File: src/rtl/prog_sequencer_pkg.sv
// Shared definitions for the program-run sequencer.
//   seq_state_t  : run-level FSM states
//   stall_width  : width of the load-stall down-counter for a given memory latency (min 1)
package prog_sequencer_pkg;

    typedef enum logic [2:0] {
        SEQ_IDLE,
        SEQ_INIT,
        SEQ_EXEC,
        SEQ_WAIT,
        SEQ_DONE
    } seq_state_t;

    // A latency of 0 never stalls but still needs a 1-bit register to keep widths legal.
    function automatic int unsigned stall_width(input int unsigned lat);
        return (lat > 0) ? $clog2(lat + 1) : 1;
    endfunction

endpackage

File: src/rtl/sat_counter.sv
// Saturating up-counter with synchronous clear.
//   clk_i  : clock
//   rst_ni : synchronous active-low reset (clears the count)
//   clr_i  : restart the count from 0 this cycle (an increment in the same cycle still applies)
//   inc_i  : add one, holding at all-ones instead of wrapping
//   q_o    : current count
module sat_counter
    import prog_sequencer_pkg::*;
#(
    parameter int unsigned W = 16
) (
    input  logic         clk_i,
    input  logic         rst_ni,
    input  logic         clr_i,
    input  logic         inc_i,
    output logic [W-1:0] q_o
);

    logic [W-1:0] q_q, q_d, base;

    always_comb begin
        base = clr_i ? '0 : q_q;
        q_d  = base;
        if (inc_i && (base != '1)) begin
            q_d = base + W'(1);
        end
    end

    always_ff @(posedge clk_i) begin
        if (!rst_ni) begin
            q_q <= '0;
        end else begin
            q_q <= q_d;
        end
    end

    assign q_o = q_q;

endmodule

File: src/rtl/prog_sequencer.sv
// Run-level sequencer for the 9-bit core: PC init, execute, load stalls, halt.
// Gates the decoder's write enables so loads wait MEM_LAT cycles for data memory and nothing
// writes after the program acknowledges completion.
// Optional watchdog: define PROG_SEQ_WDOG_EN to end a run when the cycle count reaches WDOG_MAX.
//   clk_i           : clock, all state on rising edge
//   reset_ni        : synchronous active-low reset
//   start_i         : run request (level)
//   ack_i           : decoded "done with program" instruction
//   load_inst_i     : decoded load
//   reg_wr_en_i     : decoded reg_file write enable
//   mem_wr_en_i     : decoded data-memory write enable
//   pc_init_o       : one-cycle pulse, fetch unit loads PC = 0
//   pc_en_o         : fetch unit advances this cycle
//   reg_wr_gate_o   : qualified reg_file write enable
//   mem_wr_gate_o   : qualified data-memory write enable
//   busy_o          : run in progress (INIT/EXEC/WAIT)
//   done_o          : run finished
//   timeout_o       : run ended by the watchdog
//   cycle_cnt_o     : cycles spent in INIT/EXEC/WAIT this run
//   inst_cnt_o      : instructions retired this run
module prog_sequencer
    import prog_sequencer_pkg::*;
#(
    parameter int unsigned MEM_LAT  = 1,
    parameter int unsigned CNT_W    = 16,
    parameter int unsigned WDOG_MAX = 32'hFFF0
) (
    input  logic             clk_i,
    input  logic             reset_ni,
    input  logic             start_i,
    input  logic             ack_i,
    input  logic             load_inst_i,
    input  logic             reg_wr_en_i,
    input  logic             mem_wr_en_i,
    output logic             pc_init_o,
    output logic             pc_en_o,
    output logic             reg_wr_gate_o,
    output logic             mem_wr_gate_o,
    output logic             busy_o,
    output logic             done_o,
    output logic             timeout_o,
    output logic [CNT_W-1:0] cycle_cnt_o,
    output logic [CNT_W-1:0] inst_cnt_o
);

    localparam int unsigned       StallW     = stall_width(MEM_LAT);
    localparam logic [StallW-1:0] StallInit  = StallW'(MEM_LAT);
    localparam logic [CNT_W-1:0]  WdogLimit  = CNT_W'(WDOG_MAX);
    localparam bit                LoadStalls = (MEM_LAT > 0);
`ifdef PROG_SEQ_WDOG_EN
    localparam bit                WdogEn     = 1'b1;
`else
    localparam bit                WdogEn     = 1'b0;
`endif

    seq_state_t        state_q;
    logic [StallW-1:0] stall_q;
    logic              timeout_q;

    logic in_run, wdog_hit, ld_stall, exec_normal, wait_last;
    logic cyc_inc, inst_inc, cnt_clr;

    always_comb begin
        in_run      = (state_q == SEQ_EXEC) || (state_q == SEQ_WAIT);
        // Watchdog wins over everything else in the cycle it fires.
        wdog_hit    = WdogEn && in_run && (cycle_cnt_o == WdogLimit);
        ld_stall    = (state_q == SEQ_EXEC) && !wdog_hit && !ack_i && load_inst_i && LoadStalls;
        exec_normal = (state_q == SEQ_EXEC) && !wdog_hit && !ack_i && !ld_stall;
        wait_last   = (state_q == SEQ_WAIT) && !wdog_hit && (stall_q == StallW'(1));

        pc_init_o     = (state_q == SEQ_INIT);
        busy_o        = (state_q == SEQ_INIT) || in_run;
        done_o        = (state_q == SEQ_DONE);
        timeout_o     = WdogEn && timeout_q;
        pc_en_o       = exec_normal || wait_last;
        reg_wr_gate_o = pc_en_o && reg_wr_en_i;
        mem_wr_gate_o = exec_normal && mem_wr_en_i && !load_inst_i;

        // The terminating cycle (Ack or watchdog) is counted in neither counter;
        // INIT clears and counts itself, so CycleCnt reads 1 in the first EXEC cycle.
        cnt_clr  = (state_q == SEQ_INIT);
        cyc_inc  = (state_q == SEQ_INIT) || exec_normal || ld_stall ||
                   ((state_q == SEQ_WAIT) && !wdog_hit);
        inst_inc = exec_normal || wait_last;
    end

    always_ff @(posedge clk_i) begin
        if (!reset_ni) begin
            state_q   <= SEQ_IDLE;
            stall_q   <= '0;
            timeout_q <= 1'b0;
        end else begin
            case (state_q)
                SEQ_IDLE: begin
                    if (start_i) state_q <= SEQ_INIT;
                end
                SEQ_INIT: begin
                    timeout_q <= 1'b0;
                    state_q   <= SEQ_EXEC;
                end
                SEQ_EXEC: begin
                    if (wdog_hit) begin
                        timeout_q <= 1'b1;
                        state_q   <= SEQ_DONE;
                    end else if (ack_i) begin
                        state_q <= SEQ_DONE;
                    end else if (ld_stall) begin
                        stall_q <= StallInit;
                        state_q <= SEQ_WAIT;
                    end
                end
                SEQ_WAIT: begin
                    if (wdog_hit) begin
                        timeout_q <= 1'b1;
                        state_q   <= SEQ_DONE;
                    end else if (stall_q == StallW'(1)) begin
                        state_q <= SEQ_EXEC;
                    end else begin
                        stall_q <= stall_q - StallW'(1);
                    end
                end
                SEQ_DONE: begin
                    if (!start_i) state_q <= SEQ_IDLE;
                end
                default: state_q <= SEQ_IDLE;
            endcase
        end
    end

    sat_counter #(
        .W(CNT_W)
    ) u_cycle_cnt (
        .clk_i  (clk_i),
        .rst_ni (reset_ni),
        .clr_i  (cnt_clr),
        .inc_i  (cyc_inc),
        .q_o    (cycle_cnt_o)
    );

    sat_counter #(
        .W(CNT_W)
    ) u_inst_cnt (
        .clk_i  (clk_i),
        .rst_ni (reset_ni),
        .clr_i  (cnt_clr),
        .inc_i  (inst_inc),
        .q_o    (inst_cnt_o)
    );

endmodule
File: config.mk
export PLATFORM = sky130hd
export DESIGN_NAME = prog_sequencer
export DESIGN_NICKNAME = d
export VERILOG_FILES = /design/src/rtl/prog_sequencer_pkg.sv /design/src/rtl/sat_counter.sv /design/src/rtl/prog_sequencer.sv
export SDC_FILE = /design/constraint.sdc
export NUM_CORES = 1
export LEC_CHECK = 0
export CORE_MARGIN = 2
export CORE_UTILIZATION = 53
export DETAILED_ROUTE_END_ITERATION = 7
export PLACE_DENSITY = 0.92
export REMOVE_ABC_BUFFERS = 1
export SLEW_MARGIN = 20
export SYNTH_ARGS = -nofsm -noshare
export SYNTH_HDL_FRONTEND = slang
export SYNTH_SLANG_ARGS = --single-unit
File: constraint.sdc
create_clock -name clk_i -period 5.6 [get_ports clk_i]
set_input_delay 0.84 -clock clk_i [delete_from_list [all_inputs] [get_ports clk_i]]
set_output_delay 0.84 -clock clk_i [all_outputs]
set_load 0.01 [all_outputs]
==> results by group, run 1 <==
Placement
  – DP HPWL: 3060 um
  – GP Congestion: 0.833
  – Placed cells: 316
  – Port Buffers: 44

Synthesis
  – Dominant cell type by area after synthesis: dfxtp_1
  – Asr flop ratio synth: 0%
  – Seq/Total Area, Yosys: 37.0%
  – Post-synth cell types: 51
  – Top cells by count, synth: 36 x dfxtp_1, 28 x nor2_1, 23 x nand2_1
  – Yosys warnings: 0
  – Area of the mapped netlist: 0.00195 mm^2
  – Most common cell in the netlist: dfxtp_1
  – Synth Area per Inst: 8.33 um^2
  – Top cells by area, synth: dfxtp_1 37%, xnor2_1 5.8%, nor2_1 5.4%, nand2_1 4.4%, nand3_1 3.1%
  – Top-area cell type share of the netlist area: 37.0%
  – Post-synth EDFFs: 0
  – Syn Inst Count: 234
  – Most used DFF post-synth: dfxtp_1
  – Synthesis-stage register bit count: 36

Finish
  – Syn-to-layout area delta: 27.8%
  – Fraction of layout cells with a size suffix above 1: 6.91%
  – Number of diodes: 0
  – Post-Layout Cell Count: 323
  – Filler cell count: 291
  – Final Net Count: 283
  – Core Util, Final: 69.1%

Die
  – Die Span X: 64.6 um
  – Die area: 0.00418 mm^2
  – Initial Util: 54.1%
  – # IOs: 46
  – Core ar.: 0.00361 mm^2
  – Rows: 22
  – Die H: 64.6 um

Pwr
  – Pwr per Cell Area: 206 mW/mm^2
  – Peak supply drop: 0.000200 V
  – Leakage: 0.810 nW

STA
  – Final Hold Fails: 0
  – Relative slew slack: 37.2%
  – Final setup vio count: 0
  – Achievable Freq: 283 MHz
  – Fin crit period: 3.53 ns
  – Pins Over Slew Limit: 0
  – Setup TNS: 0 ns
  – Tcrit/Tclk final: 63.0%
  – Clock Skews: 0.00429 ns
  – Actual slew at the worst max-slew pin: 0.942 ns
  – Hold slack: 0.515 ns
  – RSZ-0062 raised after global routing: false

Drt
  – DRC Markers: 0
  – DR pass1 iterations: 4
  – Antenna-violating nets left: 0
  – Average wire per standard cell: 13.5 um
  – Vias: 1839
  – Initial drt markers: 76
  – Drt total wl: 4370 um
  – Vias per cell: 5.69

Critical path
  – Worst Setup SP: ack_i
  – CP arrival: 2.69 ns
  – Worst r2r dst: u_cycle_cnt.q_o[14]
  – R2R Path Start: state_q[0]
  – Max FO, Critical Path: 6
  – R2R Setup Slk: 2.46 ns
  – CP Class: in -> out
  – Crit path capture type: primary output
  – Type of origin of the critical path: input port
  – Req. time, crit path: 4.76 ns
  – Worst R2R Path Depth: 8
  – Worst Setup EP: reg_wr_gate_o

Clock tree
  – CTS buffer count: 5
  – Setup bufs post-CTS: 0
  – CTS Hold Bufs: 0
  – Clk buf depth: 2
  – Clock-pin slew on the worst setup and hold paths: 0.07 ns
  – H-tree depth: 2
  – Resized cells post-CTS: 0
  – Worst-skew pair later-pin latency: 0.29 ns
  – TritonCTS clock tree: yes
  – Clk sink count: 36
  – CTS root buf: clkbuf_8

Run status
  – Status: complete, no violations

Worst hold path
  – HP Class: reg -> reg

Global route
  – First-pass GRT wire length: 7720 um
  – Vias in the first global route: 1766
  – Gr usage total: 23.2%
  – Initial antenna violation count: 0
  – Gr ovfl total: 0
  – Largest net degree at the start of global routing: 27

Flow run
  – Max Cap Viol: 0
-- how the worst min path moves through the flow --
stage	slack [ns]	endpoint	start	cells after the start
2_1_floorplan	0.46	stall_q	stall_q	1
5_1_grt	0.54	stall_q	stall_q	1
6_report	0.51	stall_q	stall_q	1
3_3_place_gp	0.48	stall_q	stall_q	1
3_5_place_dp	0.49	stall_q	stall_q	1
4_1_cts	0.52	stall_q	stall_q	1
-- where the power goes --
| group | switching, mW | total [mW] | internal [mW] |
|---|---|---|---|
| Combinational | 0.0293 | 0.0491 | 0.0198 |
| Clock | 0.0905 | 0.200 | 0.110 |
| Sequential | 0.00453 | 0.264 | 0.259 |
| Total | 0.124 | 0.513 | 0.388 |
-- metrics by stage --
| step | power (mW) | instance area [um^2] | worst slack (ns) |
|---|---|---|---|
| floorplan | 0.296 | 1890 | 3.00 |
| global placement | 0.316 | 2390 | 2.10 |
| detailed placement | 0.318 | 2390 | 2.08 |
| CTS | 0.515 | 2490 | 2.08 |
| global route | 0.532 | 2490 | 1.96 |
| finish | 0.513 | 2490 | 2.07 |
-- critical path, stage by stage --
cell and delay (ns):
clkdlybuf4s50_1 0.48, or3_1 0.40, a21oi_1 0.28, and2_1 0.17
clkdlybuf4s50_1 0.52
-- sequential cells by signal (all words and copies together), names as in the netlist --
register         count
state_q              3
stall_q              1
u_cycle_cnt.q_o     16
u_inst_cnt.q_o      16
-- cells by family after synthesis --
| kind of cell | Yosys count | synth area share [%] |
|---|---|---|
| DFF | 36 | 37.0 |
| buffers and inverters | 17 | 4.30 |
| muxes | 4 | 2.05 |
| adders and majority gates | 1 | 0.642 |
| other | 1 | 0.192 |
| and+or+nand+nor | 123 | 35.6 |
| AOI/OAI and AO/OA | 37 | 13.5 |
| xor gates and xnor gates | 15 | 6.74 |
-- per-layer routing --
metal | wire length, um | track usage [%] | vias to the layer above
met1 | 2000 | 27.6 | 849
met3 | 258 | 5.56 | 5
met4 | 45 | 7.98 | 0
met2 | 2060 | 40.8 | 61
met5 | 0 | 0 | -
li1 | - | - | 924
-- area by class of cell --
type	instances	area, um^2	area share (%)
multi-input combinational	181	1140	46.0
sequential	36	721	28.9
timing repair buffer	44	440	17.7
clock buffer	7	96.3	3.87
tap	48	60.1	2.41
inverter	7	28.8	1.16
-- placed cells by master, fill, tap and decap left out, drive strengths merged, types with 3 or more instances in the layout --
master | netlist | layout
nand4 | 8 | 8
inv | 7 | 7
nand2 | 23 | 23
nor2b | 5 | 5
and3 | 6 | 6
and4 | 3 | 3
xnor2 | 13 | 13
nor4 | 10 | 10
and2 | 8 | 8
a21oi | 8 | 8
o21ai | 5 | 5
mux2i | 4 | 4
clkdlybuf4s50 | 0 | 44
nor2 | 28 | 28
a211oi | 6 | 6
nand3 | 12 | 12
nor3 | 6 | 6
clkbuf | 5 | 7
dfxtp | 36 | 36
o21a | 4 | 4
No activity file was read; power rests on OpenSTA's default activity.
==> inputs of run 2 (changes only) <==
--- a/config.mk
+++ b/config.mk
@@ -6,9 +6,9 @@
 export NUM_CORES = 1
 export LEC_CHECK = 0
 export CORE_MARGIN = 2
-export CORE_UTILIZATION = 53
+export CORE_UTILIZATION = 45
 export DETAILED_ROUTE_END_ITERATION = 7
-export PLACE_DENSITY = 0.92
+export PLACE_DENSITY = 0.84
 export REMOVE_ABC_BUFFERS = 1
 export SLEW_MARGIN = 20
 export SYNTH_ARGS = -nofsm -noshare
==> constraint.sdc (replaced) <==
create_clock -name clk_i -period 3.1 [get_ports clk_i]
set_input_delay 0.465 -clock clk_i [delete_from_list [all_inputs] [get_ports clk_i]]
set_output_delay 0.465 -clock clk_i [all_outputs]
set_load 0.01 [all_outputs]
==> results by group, run 2 (synthesis gave the netlist of run 1 again) <==
Run status
  – Status: complete, no violations (unchanged)

Global route
  – Gr ovfl total: 0 (unchanged)
  – Initial antenna violation count: 0 (unchanged)
  – Largest net degree at the start of global routing: 23 (was 27)
  – First-pass GRT wire length: 7870 um (was 7720 um)
  – Gr usage total: 19.7% (was 23.2%)
  – Vias in the first global route: 1680 (was 1766)

Finish
  – Number of diodes: 0 (unchanged)
  – Post-route cell area: 0.00252 mm^2 (was 0.00249 mm^2)
  – Multi-input logic area: 0.00114 mm^2 (unchanged)
  – Final Net Count: 287 (was 283)
  – FF+latch area: 721 um^2 (unchanged)
  – Filler cell count: 381 (was 291)
  – Core Util, Final: 61.6% (was 69.1%)
  – Fraction of layout cells with a size suffix above 1: 7.86% (was 6.91%)
  – Commonest cells after routing, fill and taps aside: 44 x clkdlybuf4s50_1, 36 x dfxtp_1, 28 x nor2_1 (unchanged)
  – Commonest non-fill, non-tap cell in the layout: clkdlybuf4s50_1 (unchanged)
  – Syn-to-layout area delta: 29.1% (was 27.8%)

Drt
  – DR pass1 iterations: 4 (unchanged)
  – Drt total wl: 4530 um (was 4370 um)
  – Vias: 1838 (was 1839)
  – Vias per cell: 5.57 (was 5.69)
  – Initial drt markers: 103 (was 76)
  – DRC Markers: 0 (unchanged)
  – Antenna-violating nets left: 0 (unchanged)
  – Average wire per standard cell: 13.7 um (was 13.5 um)

Placement
  – GP Congestion: 0.829 (was 0.833)
  – DP HPWL: 3270 um (was 3060 um)
  – Port Buffers: 44 (unchanged)
  – Cell Area, Placed: 0.00243 mm^2 (was 0.00239 mm^2)

Critical path
  – Req. time, crit path: 2.63 ns (was 4.76 ns)
  – Max FO, Critical Path: 6 (unchanged)
  – Crit path capture type: primary output (unchanged)
  – CP arrival: 2.35 ns (was 2.69 ns)
  – CP Class: in -> out (unchanged)
  – Type of origin of the critical path: input port (unchanged)

Die
  – Rows: 23 (was 22)
  – Initial Util: 47.7% (was 54.1%)
  – Core ar.: 0.00409 mm^2 (was 0.00361 mm^2)
  – Die Span X: 69.8 um (was 64.6 um)
  – Die H: 69.8 um (was 64.6 um)
  – Die area: 0.00487 mm^2 (was 0.00418 mm^2)
  – # IOs: 46 (unchanged)

Clock tree
  – Clk buf depth: 2 (unchanged)
  – H-tree depth: 2 (unchanged)
  – Clock-pin slew on the worst setup and hold paths: 0.07 ns (about the same)
  – CTS Hold Bufs: 0 (unchanged)
  – Resized cells post-CTS: 0 (unchanged)
  – Setup bufs post-CTS: 0 (unchanged)
  – TritonCTS clock tree: yes (unchanged)
  – CTS buffer count: 5 (unchanged)
  – CTS root buf: clkbuf_8 (unchanged)
  – Clk sink count: 36 (unchanged)
  – Worst-skew pair later-pin latency: 0.29 ns (about the same)

STA
  – Setup TNS: 0 ns (unchanged)
  – Achievable Freq: 355 MHz
  – Clock Skews: 0.00469 ns (was 0.00429 ns)
  – Final setup vio count: 0 (unchanged)
  – Final Hold Fails: 0 (unchanged)
  – Fin crit period: 2.82 ns
  – Tcrit/Tclk final: 90.8%
  – Pins Over Slew Limit: 0 (unchanged)
  – RSZ-0062 raised after global routing: false (unchanged)

Pwr
  – Pwr Total: 0.919 mW (was 0.513 mW)
  – Leakage: 0.824 nW (was 0.810 nW)
  – Peak supply drop: 0.000275 V (was 0.000200 V)
  – Pwr per Cell Area: 365 mW/mm^2 (was 206 mW/mm^2)

Worst hold path
  – HP Class: reg -> reg (unchanged)

Flow run
  – Max Cap Viol: 0 (unchanged)
run 2: metal layers:
metal / up-vias / routed length (um) / track usage, %
met5: - / 0 / 0
met4: 0 / 72 / 6.62
met3: 6 / 230 / 4.36
met2: 47 / 2040 / 31.2
met1: 849 / 2190 / 26.5
li1: 936 / - / -
run 2: stage by stage:
stage | hold WS, ns | setup slack, ns | cells
after floorplan | 0.463 | 0.496 | 224
after global placement | 0.483 | 0.346 | 322
after detailed placement | 0.500 | 0.298 | 322
after CTS | 0.521 | 0.293 | 330
after global routing | 0.553 | 0.175 | 330
final | 0.517 | 0.285 | 330
run 2: path summary, 6_finish.rpt:
path                   start                   to  slack (ns)  cells past startpoint
setup reg to reg  state_q[0]  u_cycle_cnt.q_o[13]        0.58                      8
hold / removal       stall_q              stall_q        0.52                      1
setup / recovery       ack_i        reg_wr_gate_o        0.28                      5
hold reg to reg      stall_q              stall_q        0.52                      1
run 2: final cells by class:
cell class	count	area share [%]
timing repair buffer	48	18.7
multi-input combinational	181	45.5
sequential	36	28.6
clock buffer	8	3.58
inverter	7	1.14
tap	50	2.49
run 2: critical path, cell delays in order:
cell	delay [ns]
clkdlybuf4s50_1	0.49
or3_1	0.41
a21oi_1	0.29
and2_1	0.17
clkdlybuf4s50_1	0.52
run 2: power breakdown:
group | switching (mW) | internal (mW) | total (mW)
Clock | 0.167 | 0.181 | 0.349
Combinational | 0.0535 | 0.0405 | 0.0941
Sequential | 0.00810 | 0.468 | 0.476
